--- src/rtl/mist_io_pkg.sv ---
// Shared definitions for the MiST user_io SPI initiator: FSM states,
// user_io command codes and the SPI mode it speaks.
package mist_io_pkg;

  typedef enum logic [2:0] {
    IDLE,
    SETUP,
    SHIFT,
    HOLD,
    GAP
  } state_t;

  localparam logic [7:0] UIO_BUT_SW      = 8'h01;
  localparam logic [7:0] UIO_JOYSTICK0   = 8'h02;
  localparam logic [7:0] UIO_JOYSTICK1   = 8'h03;
  localparam logic [7:0] UIO_GET_STRING  = 8'h14;
  localparam logic [7:0] UIO_SET_STATUS2 = 8'h1E;

  localparam logic SPI_CPOL = 1'b0;
  localparam logic SPI_CPHA = 1'b0;
  localparam logic [1:0] SPI_MODE = {SPI_CPOL, SPI_CPHA};

endpackage

--- src/rtl/spi_byte_shifter.sv ---
// SCK divider plus 8-bit mode-0 TX/RX shift registers; flags the final
// falling edge of each byte so the sequencer can chain the next one.
module spi_byte_shifter
  import mist_io_pkg::*;
#(
  parameter int CLK_DIV = 4
) (
  input  logic       clk_sys,
  input  logic       reset,
  input  logic       en,
  input  logic       shift_en,
  input  logic       load,
  input  logic [7:0] tx_byte,
  input  logic       miso,
  output logic       tick,
  output logic       last_fall,
  output logic       sck,
  output logic       mosi,
  output logic [7:0] rx_byte,
  output logic       byte_done
);

  localparam int DIV_W = (CLK_DIV > 1) ? $clog2(CLK_DIV) : 1;
  localparam logic [DIV_W-1:0] DIV_LAST = DIV_W'(CLK_DIV - 1);

  logic [DIV_W-1:0] div;
  logic [2:0]       bit_cnt;
  logic [7:0]       tx_sr;
  logic [7:0]       rx_sr;
  logic             miso_p0;
  logic             miso_p1;

  assign tick      = en && (div == DIV_LAST);
  assign last_fall = shift_en && tick && sck && (bit_cnt == 3'd7);
  assign mosi      = tx_sr[7];

  // MISO synchronizer stage p0 -> p1
  always_ff @(posedge clk_sys) begin
    miso_p0 <= miso;
    miso_p1 <= miso_p0;
  end

  always_ff @(posedge clk_sys) begin
    if (shift_en && tick && !sck)
      rx_sr <= {rx_sr[6:0], miso_p1};
  end

  always_ff @(posedge clk_sys) begin
    if (reset) begin
      div       <= '0;
      sck       <= SPI_CPOL;
      bit_cnt   <= 3'd0;
      tx_sr     <= 8'h00;
      rx_byte   <= 8'h00;
      byte_done <= 1'b0;
    end else begin
      byte_done <= last_fall;
      div       <= (!en || tick) ? '0 : div + 1'b1;
      if (load) begin
        tx_sr   <= tx_byte;
        bit_cnt <= 3'd0;
        sck     <= SPI_CPOL;
      end else if (shift_en && tick) begin
        if (!sck) begin
          sck <= 1'b1;
        end else begin
          sck     <= 1'b0;
          bit_cnt <= bit_cnt + 3'd1;
          // The next byte is presented on the same falling edge, so bytes abut.
          if (bit_cnt == 3'd7) begin
            tx_sr   <= tx_byte;
            rx_byte <= rx_sr;
          end else begin
            tx_sr <= {tx_sr[6:0], 1'b0};
          end
        end
      end
    end
  end

endmodule

--- src/rtl/mist_spi_initiator.sv ---
// IO-controller side of the user_io SPI link: selects the core, sends a
// command byte plus up to MAX_BYTES payload bytes and reports MISO bytes.
module mist_spi_initiator
  import mist_io_pkg::*;
#(
  parameter int CLK_DIV   = 4,
  parameter int MAX_BYTES = 8
) (
  input  logic                   clk_sys,
  input  logic                   reset,
  input  logic                   start,
  input  logic [7:0]             cmd,
  input  logic [8*MAX_BYTES-1:0] payload,
  input  logic [3:0]             len,
  output logic                   busy,
  output logic                   done,
  output logic [7:0]             rx_byte,
  output logic                   rx_valid,
  output logic [3:0]             rx_index,
  output logic                   SPI_SCK,
  output logic                   SPI_SS_IO,
  output logic                   SPI_MOSI,
  input  logic                   SPI_MISO
);

  localparam logic [3:0] MAX_LEN = 4'(MAX_BYTES);

  state_t                 state;
  state_t                 state_next;
  logic [8*MAX_BYTES-1:0] payload_q;
  logic [3:0]             len_q;
  logic [3:0]             byte_cnt;
  logic [7:0]             next_byte;
  logic [7:0]             tx_byte;
  logic                   accept;
  logic                   tick;
  logic                   last_fall;
  logic                   en;
  logic                   shift_en;

  assign accept   = (state == IDLE) && start;
  assign en       = (state != IDLE);
  assign shift_en = (state == SHIFT);
  assign tx_byte  = (state == IDLE) ? cmd : next_byte;

  // Byte following the one in flight; zero once the payload is exhausted.
  always_comb begin
    next_byte = 8'h00;
    for (int i = 0; i < MAX_BYTES; i++) begin
      if ((byte_cnt == 4'(i)) && (byte_cnt < len_q))
        next_byte = payload_q[8*i +: 8];
    end
  end

  always_ff @(posedge clk_sys) begin
    if (reset)
      state <= IDLE;
    else
      state <= state_next;
  end

  always_comb begin
    state_next = state;
    busy       = (state != IDLE);
    done       = 1'b0;
    SPI_SS_IO  = 1'b1;
    unique case (state)
      IDLE: begin
        if (start)
          state_next = SETUP;
      end
      SETUP: begin
        SPI_SS_IO = 1'b0;
        if (tick)
          state_next = SHIFT;
      end
      SHIFT: begin
        SPI_SS_IO = 1'b0;
        if (last_fall && (byte_cnt == len_q))
          state_next = HOLD;
      end
      HOLD: begin
        SPI_SS_IO = 1'b0;
        if (tick)
          state_next = GAP;
      end
      GAP: begin
        if (tick) begin
          done       = 1'b1;
          state_next = IDLE;
        end
      end
      default: state_next = IDLE;
    endcase
  end

  always_ff @(posedge clk_sys) begin
    if (accept) begin
      payload_q <= payload;
      len_q     <= (len > MAX_LEN) ? MAX_LEN : len;
    end
  end

  always_ff @(posedge clk_sys) begin
    if (reset) begin
      byte_cnt <= 4'd0;
      rx_index <= 4'd0;
    end else if (accept) begin
      byte_cnt <= 4'd0;
      rx_index <= 4'd0;
    end else if (last_fall) begin
      byte_cnt <= byte_cnt + 4'd1;
      rx_index <= byte_cnt;
    end
  end

  spi_byte_shifter #(
    .CLK_DIV(CLK_DIV)
  ) u_shifter (
    .clk_sys   (clk_sys),
    .reset     (reset),
    .en        (en),
    .shift_en  (shift_en),
    .load      (accept),
    .tx_byte   (tx_byte),
    .miso      (SPI_MISO),
    .tick      (tick),
    .last_fall (last_fall),
    .sck       (SPI_SCK),
    .mosi      (SPI_MOSI),
    .rx_byte   (rx_byte),
    .byte_done (rx_valid)
  );

endmodule

--- config.mk ---
export PLATFORM = sky130hd
export DESIGN_NAME = mist_spi_initiator
export DESIGN_NICKNAME = d
export VERILOG_FILES = /design/src/rtl/mist_io_pkg.sv /design/src/rtl/spi_byte_shifter.sv /design/src/rtl/mist_spi_initiator.sv
export SDC_FILE = /design/constraint.sdc
export NUM_CORES = 1
export LEC_CHECK = 0
export ABC_AREA = 1
export BUFFER_PORTS_ARGS = -buffer_cell sky130_fd_sc_hd__buf_2
export CORE_ASPECT_RATIO = 2
export CORE_MARGIN = 2
export CORE_UTILIZATION = 45
export DETAILED_ROUTE_END_ITERATION = 10
export GPL_ROUTABILITY_DRIVEN = 0
export GPL_TIMING_DRIVEN = 0
export MAX_ROUTING_LAYER = met4
export PLACE_DENSITY = 0.76
export SLEW_MARGIN = 15
export SYNTH_ARGS = -nofsm -noshare
export SYNTH_HDL_FRONTEND = slang
export SYNTH_HIERARCHICAL = 1
export SYNTH_SLANG_ARGS = --single-unit
--- constraint.sdc ---
create_clock -name clk_sys -period 12.59 [get_ports clk_sys]
set_clock_uncertainty 0.05 [all_clocks]
set_input_delay 1.259 -clock clk_sys [delete_from_list [all_inputs] [get_ports clk_sys]]
set_output_delay 1.259 -clock clk_sys [all_outputs]
set_load 0.005 [all_outputs]
==> Yosys cells after proc, flatten, opt, wreduce, memory -nomap -nowiden <==
Index checks and enable logic that the tools add are counted.
{ "classes": {"add_sub_neg": 3, "order_cmp": 2, "eq_ne": 19, "n_mux": 23, "bitwise": 1, "n_reduce_logical": 30} }
{ "op_table": {"columns": ["cell", "n"], "rows": [
  ["8-bit two-way mux", 13],
  ["4-bit by 3-bit equality test with 1-bit output, second input constant", 4],
  ["1-bit logical AND", 15],
  ["3-bit two-way mux", 5],
  ["3-bit case mux with 5 select lines", 1],
  ["4-bit by 2-bit equality test with 1-bit output, second input constant", 2],
  ["3-bit by 2-bit equality test with 1-bit output, second input constant", 2],
  ["3-bit equality test, second input constant", 2],
  ["2-bit by 1-bit != test with 1-bit output, second input constant", 3],
  ["5-bit AND reduction", 1],
  ["4-bit by 1-bit adder with 4-bit output, second input constant", 1],
  ["4-bit by 1-bit equality test with 1-bit output, second input constant", 1],
  ["4-bit equality test", 1],
  ["4-bit > comparator, second input constant", 1],
  ["4-bit logical NOT", 1],
  ["4-bit < comparator", 1],
  ["1-bit two-way mux", 4],
  ["2-bit != test, second input constant", 2],
  ["2-bit AND reduction", 2],
  ["4-bit AND reduction", 1],
  ["2-bit nonzero test", 2],
  ["2-bit OR reduction", 2],
  ["3-bit by 1-bit adder with 3-bit output, second input constant", 1],
  ["3-bit by 1-bit equality test with 1-bit output, second input constant", 1],
  ["other kinds (8)", 9]
]} }
{ "word_totals": {"ff_bits": 112, "inputBits": 80, "out_inout_bits": 18, "elab_cells": 92} }

==> Logic depth before layout (Yosys ltp) <==
Gate-level depths: netlist of run 1.
{ "depth": {"depth_word": 15, "mapped_depth": 23} }

==> Modules after synthesis <==
The synthesis of run 1 kept the hierarchy.
{ "by_module_without_submodules": {"columns": ["module", "n_inst", "cells_per_inst", "area_each_um2"], "rows": [
  ["mist_spi_initiator", 1, 395, 3787.4],
  ["spi_byte_shifter", 1, 181, 1476.4]
]} }

==> Worst setup path before layout of run 1 <==
No wires, ideal clock.
{ "synth_path": {"kind": "input-to-reg", "start": "input port start", "end": "register u_shifter.tx_sr[1]", "arrival_time_ps": 5085, "slack_ps": 7342, "stages": 7, "path_cell_list": "inv_1 -> nor2_1 -> inv_2 -> nand2_1 -> nand2_2 -> nor2_1 -> nor2_1"} }
{ "synth_via": {"elab_chain_len": 3, "elab_cells_between_ends": 5} }
{ "synth_lines": {"columns": ["item", "line_no", "source"], "rows": [
  ["from (decl)", "mist_spi_initiator.sv:11", "input logic start,"],
  ["1-bit logical AND (*)", "mist_spi_initiator.sv:41", "assign accept = (state == IDLE) && start;"],
  ["net accept", "mist_spi_initiator.sv:35", "logic accept;"],
  ["2-bit nonzero test (no source line)", null, null],
  ["2-bit AND reduction (no source line)", null, null],
  ["to (signal assigned)", "spi_byte_shifter.sv:60", "tx_sr <= tx_byte;"],
  ["to (signal assigned)", "spi_byte_shifter.sv:71", "tx_sr <= tx_byte;"],
  ["to (signal assigned)", "spi_byte_shifter.sv:74", "tx_sr <= {tx_sr[6:0], 1'b0};"],
  ["to (decl)", "spi_byte_shifter.sv:28", "logic [7:0] tx_sr;"]
]} }
Mark *: on every way through the listed nets, which the timed path passes. The rest lies on a longest branch.
A chain may end at the register's enable or synchronous reset.

==> Worst setup path in the final report of run 1 <==
{ "layout_path": {"start": "register state[0]", "end": "output port done"} }
{ "layout_via": {"elab_chain_len": 4, "elab_cells_between_ends": 5} }
{ "layout_lines": {"columns": ["item", "line_no", "source"], "rows": [
  ["from (decl)", "mist_spi_initiator.sv:28", "state_t state;"],
  ["from (signal assigned)", "mist_spi_initiator.sv:59", "state <= state_next;"],
  ["3-bit nonzero test", "mist_spi_initiator.sv:42", "assign en = (state != IDLE);"],
  ["1-bit logical AND", "spi_byte_shifter.sv:33", "assign tick = en && (div == DIV_LAST);"],
  ["net tick", "mist_spi_initiator.sv:36", "logic tick;"],
  ["1-bit two-way mux", "mist_spi_initiator.sv:88", "if (tick) begin"],
  ["1-bit two-way mux", "mist_spi_initiator.sv:67", "unique case (state)"],
  ["to (decl)", "mist_spi_initiator.sv:16", "output logic done,"]
]} }
The timed path passes the listed nets, and every way through them passes these cells.

==> results of run 1 <==
==> cells in the final DEF, fill, tap and decap left out, drive strengths merged <==
cell / instances
a211oi: 2
a21boi: 1
a21oi: 11
buf: 105
bufinv: 1
clkbuf: 20
clkinv: 4
clkinvlp: 1
dfxtp: 36
edfxtp: 76
ha: 12
inv: 101
nand2: 134
nand3: 29
nand3b: 1
nand4: 36
nor2: 68
nor3: 3
nor4: 1
o211ai: 1
o21ai: 38
or2: 8
xor2: 2
==> power groups by stage <==
| stage | clock network (mW) | registers, mW | logic, mW |
|---|---|---|---|
| 2_1_floorplan | 0 | 0.509 | 0.209 |
| 3_3_place_gp | 0 | 0.516 | 0.278 |
| 3_5_place_dp | 0 | 0.506 | 0.310 |
| 4_1_cts | 0.289 | 0.498 | 0.312 |
| 5_1_grt | 0.307 | 0.502 | 0.349 |
| 6_report | 0.285 | 0.497 | 0.310 |
==> area by class of cell <==
| class | instances | share of cell area [%] |
|---|---|---|
| Sequential cell | 112 | 47.8 |
| Multi-Input combinational cell | 347 | 28.5 |
| Timing Repair Buffer | 99 | 8.49 |
| Inverter | 101 | 6.04 |
| Clock buffer | 10 | 3.65 |
| Tap cell | 142 | 2.83 |
| Buffer | 16 | 1.57 |
| Clock inverter | 6 | 1.10 |
==> flip-flops by register name (all words and copies together) (netlist names) <==
name	flops
u_shifter/miso_p0	1
len_q	4
byte_cnt	4
u_shifter/tx_sr	8
u_shifter/div	2
u_shifter/bit_cnt	3
u_shifter/rx_byte	8
u_shifter/sck	1
payload_q	64
u_shifter/miso_p1	1
state	3
rx_index	4
u_shifter/rx_sr	8
u_shifter/byte_done	1
==> worst max-delay path, cell delays in order (launching register included) <==
cell and delay [ps]:
dfxtp_1 380, nor2_1 90, inv_1 90, nor2_2 100
inv_1 110, clkbuf_1 590, nand2_1 220, inv_1 90
inv_1 50, nor3_1 210, buf_2 150
==> per-stage QoR <==
step,area (sq um),instances,utilization [%],hold slack (ps)
6_report,6280,833,55.3,278
5_1_grt,6280,833,55.3,302
4_1_cts,6280,833,55.3,280
3_5_place_dp,5980,817,52.7,263
3_3_place_gp,5930,815,52.2,264
2_1_floorplan,5260,576,-,260
==> worst max-delay path by stage <==
stage / end / slack [ps] / cells past startpoint
after floorplan: u_shifter/tx_sr[1]$_SDFFE_PP0P_ / 7340 / 7
after global placement: u_shifter/tx_sr[6]$_SDFFE_PP0P_ / 5820 / 11
after detailed placement: done / 9190 / 10
after CTS: done / 8810 / 10
after global routing: done / 8680 / 10
final: done / 8850 / 10
==> cells by family after synthesis <==
| family | after synthesis | share of synthesized area [%] |
|---|---|---|
| flops | 112 | 57.0 |
| buf+inv | 117 | 9.08 |
| fa+ha+maj | 12 | 2.85 |
| compound gates | 53 | 5.44 |
| simple gates | 280 | 25.2 |
| xor+xnor | 2 | 0.333 |
==> metal layers <==
layer	share of wire, %	vias up	GRT usage (%)
met5	0	-	-
met4	6.4	0	12.9
met3	4.1	43	3.61
met2	56	125	34.2
met1	33	1820	17.8
li1	-	2095	-
==> results.sh, run 1 <==
export IMPL_status="finished clean"
export IMPL_antenna_found_initial=0
export IMPL_fin_setup_tns_ps=0
export IMPL_die_area_sq_um=12600
export IMPL_netlist_instances=576
export IMPL_cp_end_kind="primary output"
export IMPL_hold_start="u_shifter/miso_p0$_DFF_P_"
export IMPL_power_mw=1.09
export IMPL_avgRoutedWirePerCell_um=13.2
export IMPL_avgSynthCellArea_sq_um=9.14
export IMPL_setup_ws_ps=8850
export IMPL_yosysWarnings=6
export IMPL_port_buffers=97
export IMPL_synth_top_area_share_pct=43.4
export IMPL_cts_resized=0
export IMPL_track_usage_pct=19.1
export IMPL_synth_nets=668
export IMPL_cts_hold_buf=0
export IMPL_multi_input_area_sq_um=1790
export IMPL_p_int_uw=734
export IMPL_io_pins=98
export IMPL_hold_violations=0
export IMPL_die_y_um=157
export IMPL_seqCellArea_sq_um=3000
export IMPL_drc_errors=0
export IMPL_holdPathEnd="u_shifter/miso_p1$_DFF_P_"
export IMPL_nFillCells=1034
export IMPL_grt_pass1_wl_mm=17.9
export IMPL_first_pass_iters=6
export IMPL_worstPathArrival_ps=2430
export IMPL_async_flop_share_pct=0
export IMPL_routed_wl_mm=11.0
export IMPL_powerDensity_nw_per_um2=174
export IMPL_r2r_cells=13
export IMPL_num_antenna_cells=0
export IMPL_period_share_pct=29.7
export IMPL_clock_sinks=112
export IMPL_synth_edff_count=76
export IMPL_cts_tree="done"
export IMPL_synth_largest_area_cell="edfxtp_1"
export IMPL_die_w_um=80.5
export IMPL_max_slew_margin_pct=44.0
export IMPL_rr_startpoint="state[0]$_SDFFE_PP0P_"
export IMPL_netSwitchingFraction_pct=32.8
export IMPL_seqPwrFrac_pct=45.5
export IMPL_min_period_ps=3740
export IMPL_root_buffer="clkbuf_16"
export IMPL_coreArea_sq_um=11400
export IMPL_rsz0062_at_grt="false"
export IMPL_via_count=4083
export IMPL_grt_pass1_vias=4081
export IMPL_drive_gt1_share_pct=22.4
export IMPL_startpoint="state[0]$_SDFFE_PP0P_"
export IMPL_peakVddDrop_uv=126
export IMPL_max_cap_viol_count=0
export IMPL_synthTopCellsByCount="nand2_1, inv_1, edfxtp_1"
export IMPL_finalNetCount=778
export IMPL_ys_ff_latch=112
export IMPL_combPwrFrac_pct=28.4
export IMPL_cts_htree_levels=3
export IMPL_required_ps=11280
export IMPL_r2r_slack_ps=9310
export IMPL_cts_path_max_buffers=2
export IMPL_clkTransAtPathRegs_ps=70
export IMPL_pre_cts_ws_ps=9190
export IMPL_syn_to_final_growth_pct=19.3
export IMPL_clk_latency_ps=350
export IMPL_hold_depth=0
export IMPL_slew_violations=0
export IMPL_power_leakage_nw=2.91
export IMPL_p_clk_share_pct=26.1
export IMPL_crit_type="flop to primary output"
export IMPL_synth_cell_types=35
export IMPL_worstPathMaxFanout=14
export IMPL_row_count=55
export IMPL_synth_most_common_cell="nand2_1"
export IMPL_start_kind="flop"
export IMPL_clock_fmax_mhz=267
export IMPL_grt_max_degree=30
export IMPL_ys_seq_area_share_pct=57.0
export IMPL_timing_rr_end="state[2]$_SDFFE_PP0P_"
export IMPL_drtIter0Drc=197
export IMPL_cts_buffers=9
export IMPL_hp_class="flop to flop"
export IMPL_synth_area_sq_um=5260
export IMPL_dpl_hpwl_mm=8.65
export IMPL_ys_dominant_reg_cell="edfxtp_1"
export IMPL_start_util_pct=46.4
export IMPL_cts_setup_buffers=0
export IMPL_vias_per_cell=4.90
export IMPL_worst_slew_pin_slew_ps=833
export IMPL_overflow=0
export IMPL_synthTopCellsByArea="edfxtp_1, dfxtp_1, nand2_1"
export IMPL_postRouteAntennaNets=0
export IMPL_p_switching_uw=358
export IMPL_setup_viol=0
(Power assumes the default switching activity.)
==> run 2: changes to the inputs <==
- PLACE_DENSITY: 0.76 -> 0.78
- clock period: 12.59 -> 3.3 ns (I/O delays scaled with it)
==> run 2 against run 1 <==
Register-to-register slack worse by 9000 ps. Largest power group unchanged. Core utilization is 0.066 points lower. Total power grew to 3.8 times the previous value. Global-route usage is 0.19 points lower. Hold slack worse by 240 ps. Critical endpoint is now u_shifter/tx_sr[1]$_SDFFE_PP0P_. Highest routed layer unchanged. Sequential cell count stayed put.
==> results.sh, run 2 (synthesis results as in run 1) <==
export IMPL_status="finished clean"
export IMPL_start_kind="flop"
export IMPL_hp_class="input pin to flop"
export IMPL_routed_wl_mm=11.1
export IMPL_cts_path_max_buffers=2
export IMPL_fin_setup_tns_ps=0
export IMPL_powerDensity_nw_per_um2=660
export IMPL_port_buffers=97
export IMPL_worstPathArrival_ps=3140
export IMPL_antenna_found_initial=0
export IMPL_critical_path_max_stage_delay_ps=630
export IMPL_cts_buffers=9
export IMPL_via_count=4081
export IMPL_grt_max_degree=30
export IMPL_vias_per_cell=4.90
export IMPL_crit_path_frequent_cell="nor2_1"
export IMPL_clk_latency_ps=340
export IMPL_track_usage_pct=18.9
export IMPL_dpl_hpwl_mm=8.80
export IMPL_first_pass_iters=4
export IMPL_grt_pass1_vias=4090
export IMPL_crit_chain="nor2_1 -> inv_1 -> nor2_2 -> inv_1 -> clkbuf_2 -> nor2_4 -> buf_2 -> nor2_4 -> nand2_1 -> nand2_1 -> nor2_1 -> nor2_1"
export IMPL_dpl_cell_area_sq_um=5980
export IMPL_setup_ws_ps=350
export IMPL_final_common_cell="nand2_1"
export IMPL_avgRoutedWirePerCell_um=13.3
export IMPL_die_y_um=157
export IMPL_worstPathMaxFanout=22
export IMPL_io_pins=98
export IMPL_drtIter0Drc=237
export IMPL_cts_htree_levels=3
export IMPL_max_slew_margin_pct=47.2
export IMPL_root_buffer="clkbuf_16"
export IMPL_setup_viol=0
export IMPL_clock_fmax_mhz=339
export IMPL_required_ps=3490
export IMPL_coreArea_sq_um=11400
export IMPL_regMostFlops="payload_q"
export IMPL_overflow=0
export IMPL_syn_to_final_growth_pct=19.2
export IMPL_drc_errors=0
export IMPL_max_cap_viol_count=0
export IMPL_worst_slew_pin_slew_ps=785
export IMPL_largest_reg_flops=64
export IMPL_rsz0062_at_grt="false"
export IMPL_cts_tree="done"
export IMPL_hold_depth=1
export IMPL_fin_util_pct=55.2
export IMPL_r2r_cells=12
export IMPL_num_antenna_cells=0
export IMPL_power_mw=4.14
export IMPL_fin_area_sq_um=6270
export IMPL_min_period_ps=2950
export IMPL_cts_hold_buf=0
export IMPL_slowest_stage="nor2_4"
export IMPL_postRouteAntennaNets=0
export IMPL_finalNetCount=778
export IMPL_die_w_um=80.5
export IMPL_row_count=55
export IMPL_drive_gt1_share_pct=22.4
export IMPL_final_cell_mix="nand2_1, buf_2, inv_1"
export IMPL_clock_sinks=112
export IMPL_slew_violations=0
export IMPL_peakVddDrop_uv=424
export IMPL_pre_cts_ws_ps=91.1
export IMPL_start_util_pct=46.4
export IMPL_power_leakage_nw=2.91
export IMPL_crit_type="flop to flop"
export IMPL_hold_violations=0
export IMPL_clkTransAtPathRegs_ps=70
export IMPL_die_area_sq_um=12600
export IMPL_period_share_pct=89.4
export IMPL_grt_pass1_wl_mm=17.8
export IMPL_cp_end_kind="flop"
## run 2: what timing repair did
item | CTS | global route
setup endpoints to repair | 0 | 7
hold endpoints to repair | 0 | 0
resized for setup | 0 | 2
setup buffers | 0 | 0
## run 2: routing by layer
metal	global-route usage, %	part of all wire [%]	vias up
li1	-	-	2090
met1	17.1	34	1872
met2	36.2	59	94
met3	2.98	3.0	25
met4	10.0	3.4	0
met5	-	0	-
## run 2: power breakdown
part	total, mW	switching [mW]	internal (mW)
sequential	1.90	0.0804	1.82
combinational	1.18	0.792	0.393
clock	1.06	0.472	0.585
## run 2: cell type report
cell class	count	area, sq um
fillers	1020	5080
flip-flops and latches	112	3000
multi-input cells	347	1790
repair buffers	99	533
inverters	101	379
clock buffers	10	229
well taps	142	178
plain buffers	16	100
clock inverters	6	60.1
## run 2: final timing paths
path / from / end / slack (ps)
max reg2reg: state[0]$_SDFFE_PP0P_ / u_shifter/tx_sr[1]$_SDFFE_PP0P_ / 350
min: SPI_MISO / u_shifter/miso_p0$_DFF_P_ / 30
min reg2reg: u_shifter/miso_p0$_DFF_P_ / u_shifter/miso_p1$_DFF_P_ / 280
max: state[0]$_SDFFE_PP0P_ / u_shifter/tx_sr[1]$_SDFFE_PP0P_ / 350
## run 2: stage by stage
| stage | hold slack, ps | std cells |
|---|---|---|
| after global placement | 264 | 815 |
| after CTS | 25.8 | 833 |
| after floorplan | 260 | 576 |
| after global routing | 21.7 | 833 |
| after detailed placement | 264 | 817 |
| final | 34.8 | 833 |
## run 2: worst max-delay path, delay by kind of cell (launching register included)
| family | cells | cell delay, ps |
|---|---|---|
| and+or+nand+nor | 8 | 1600 |
| buffers and inverters | 4 | 860 |
| DFF | 1 | 340 |
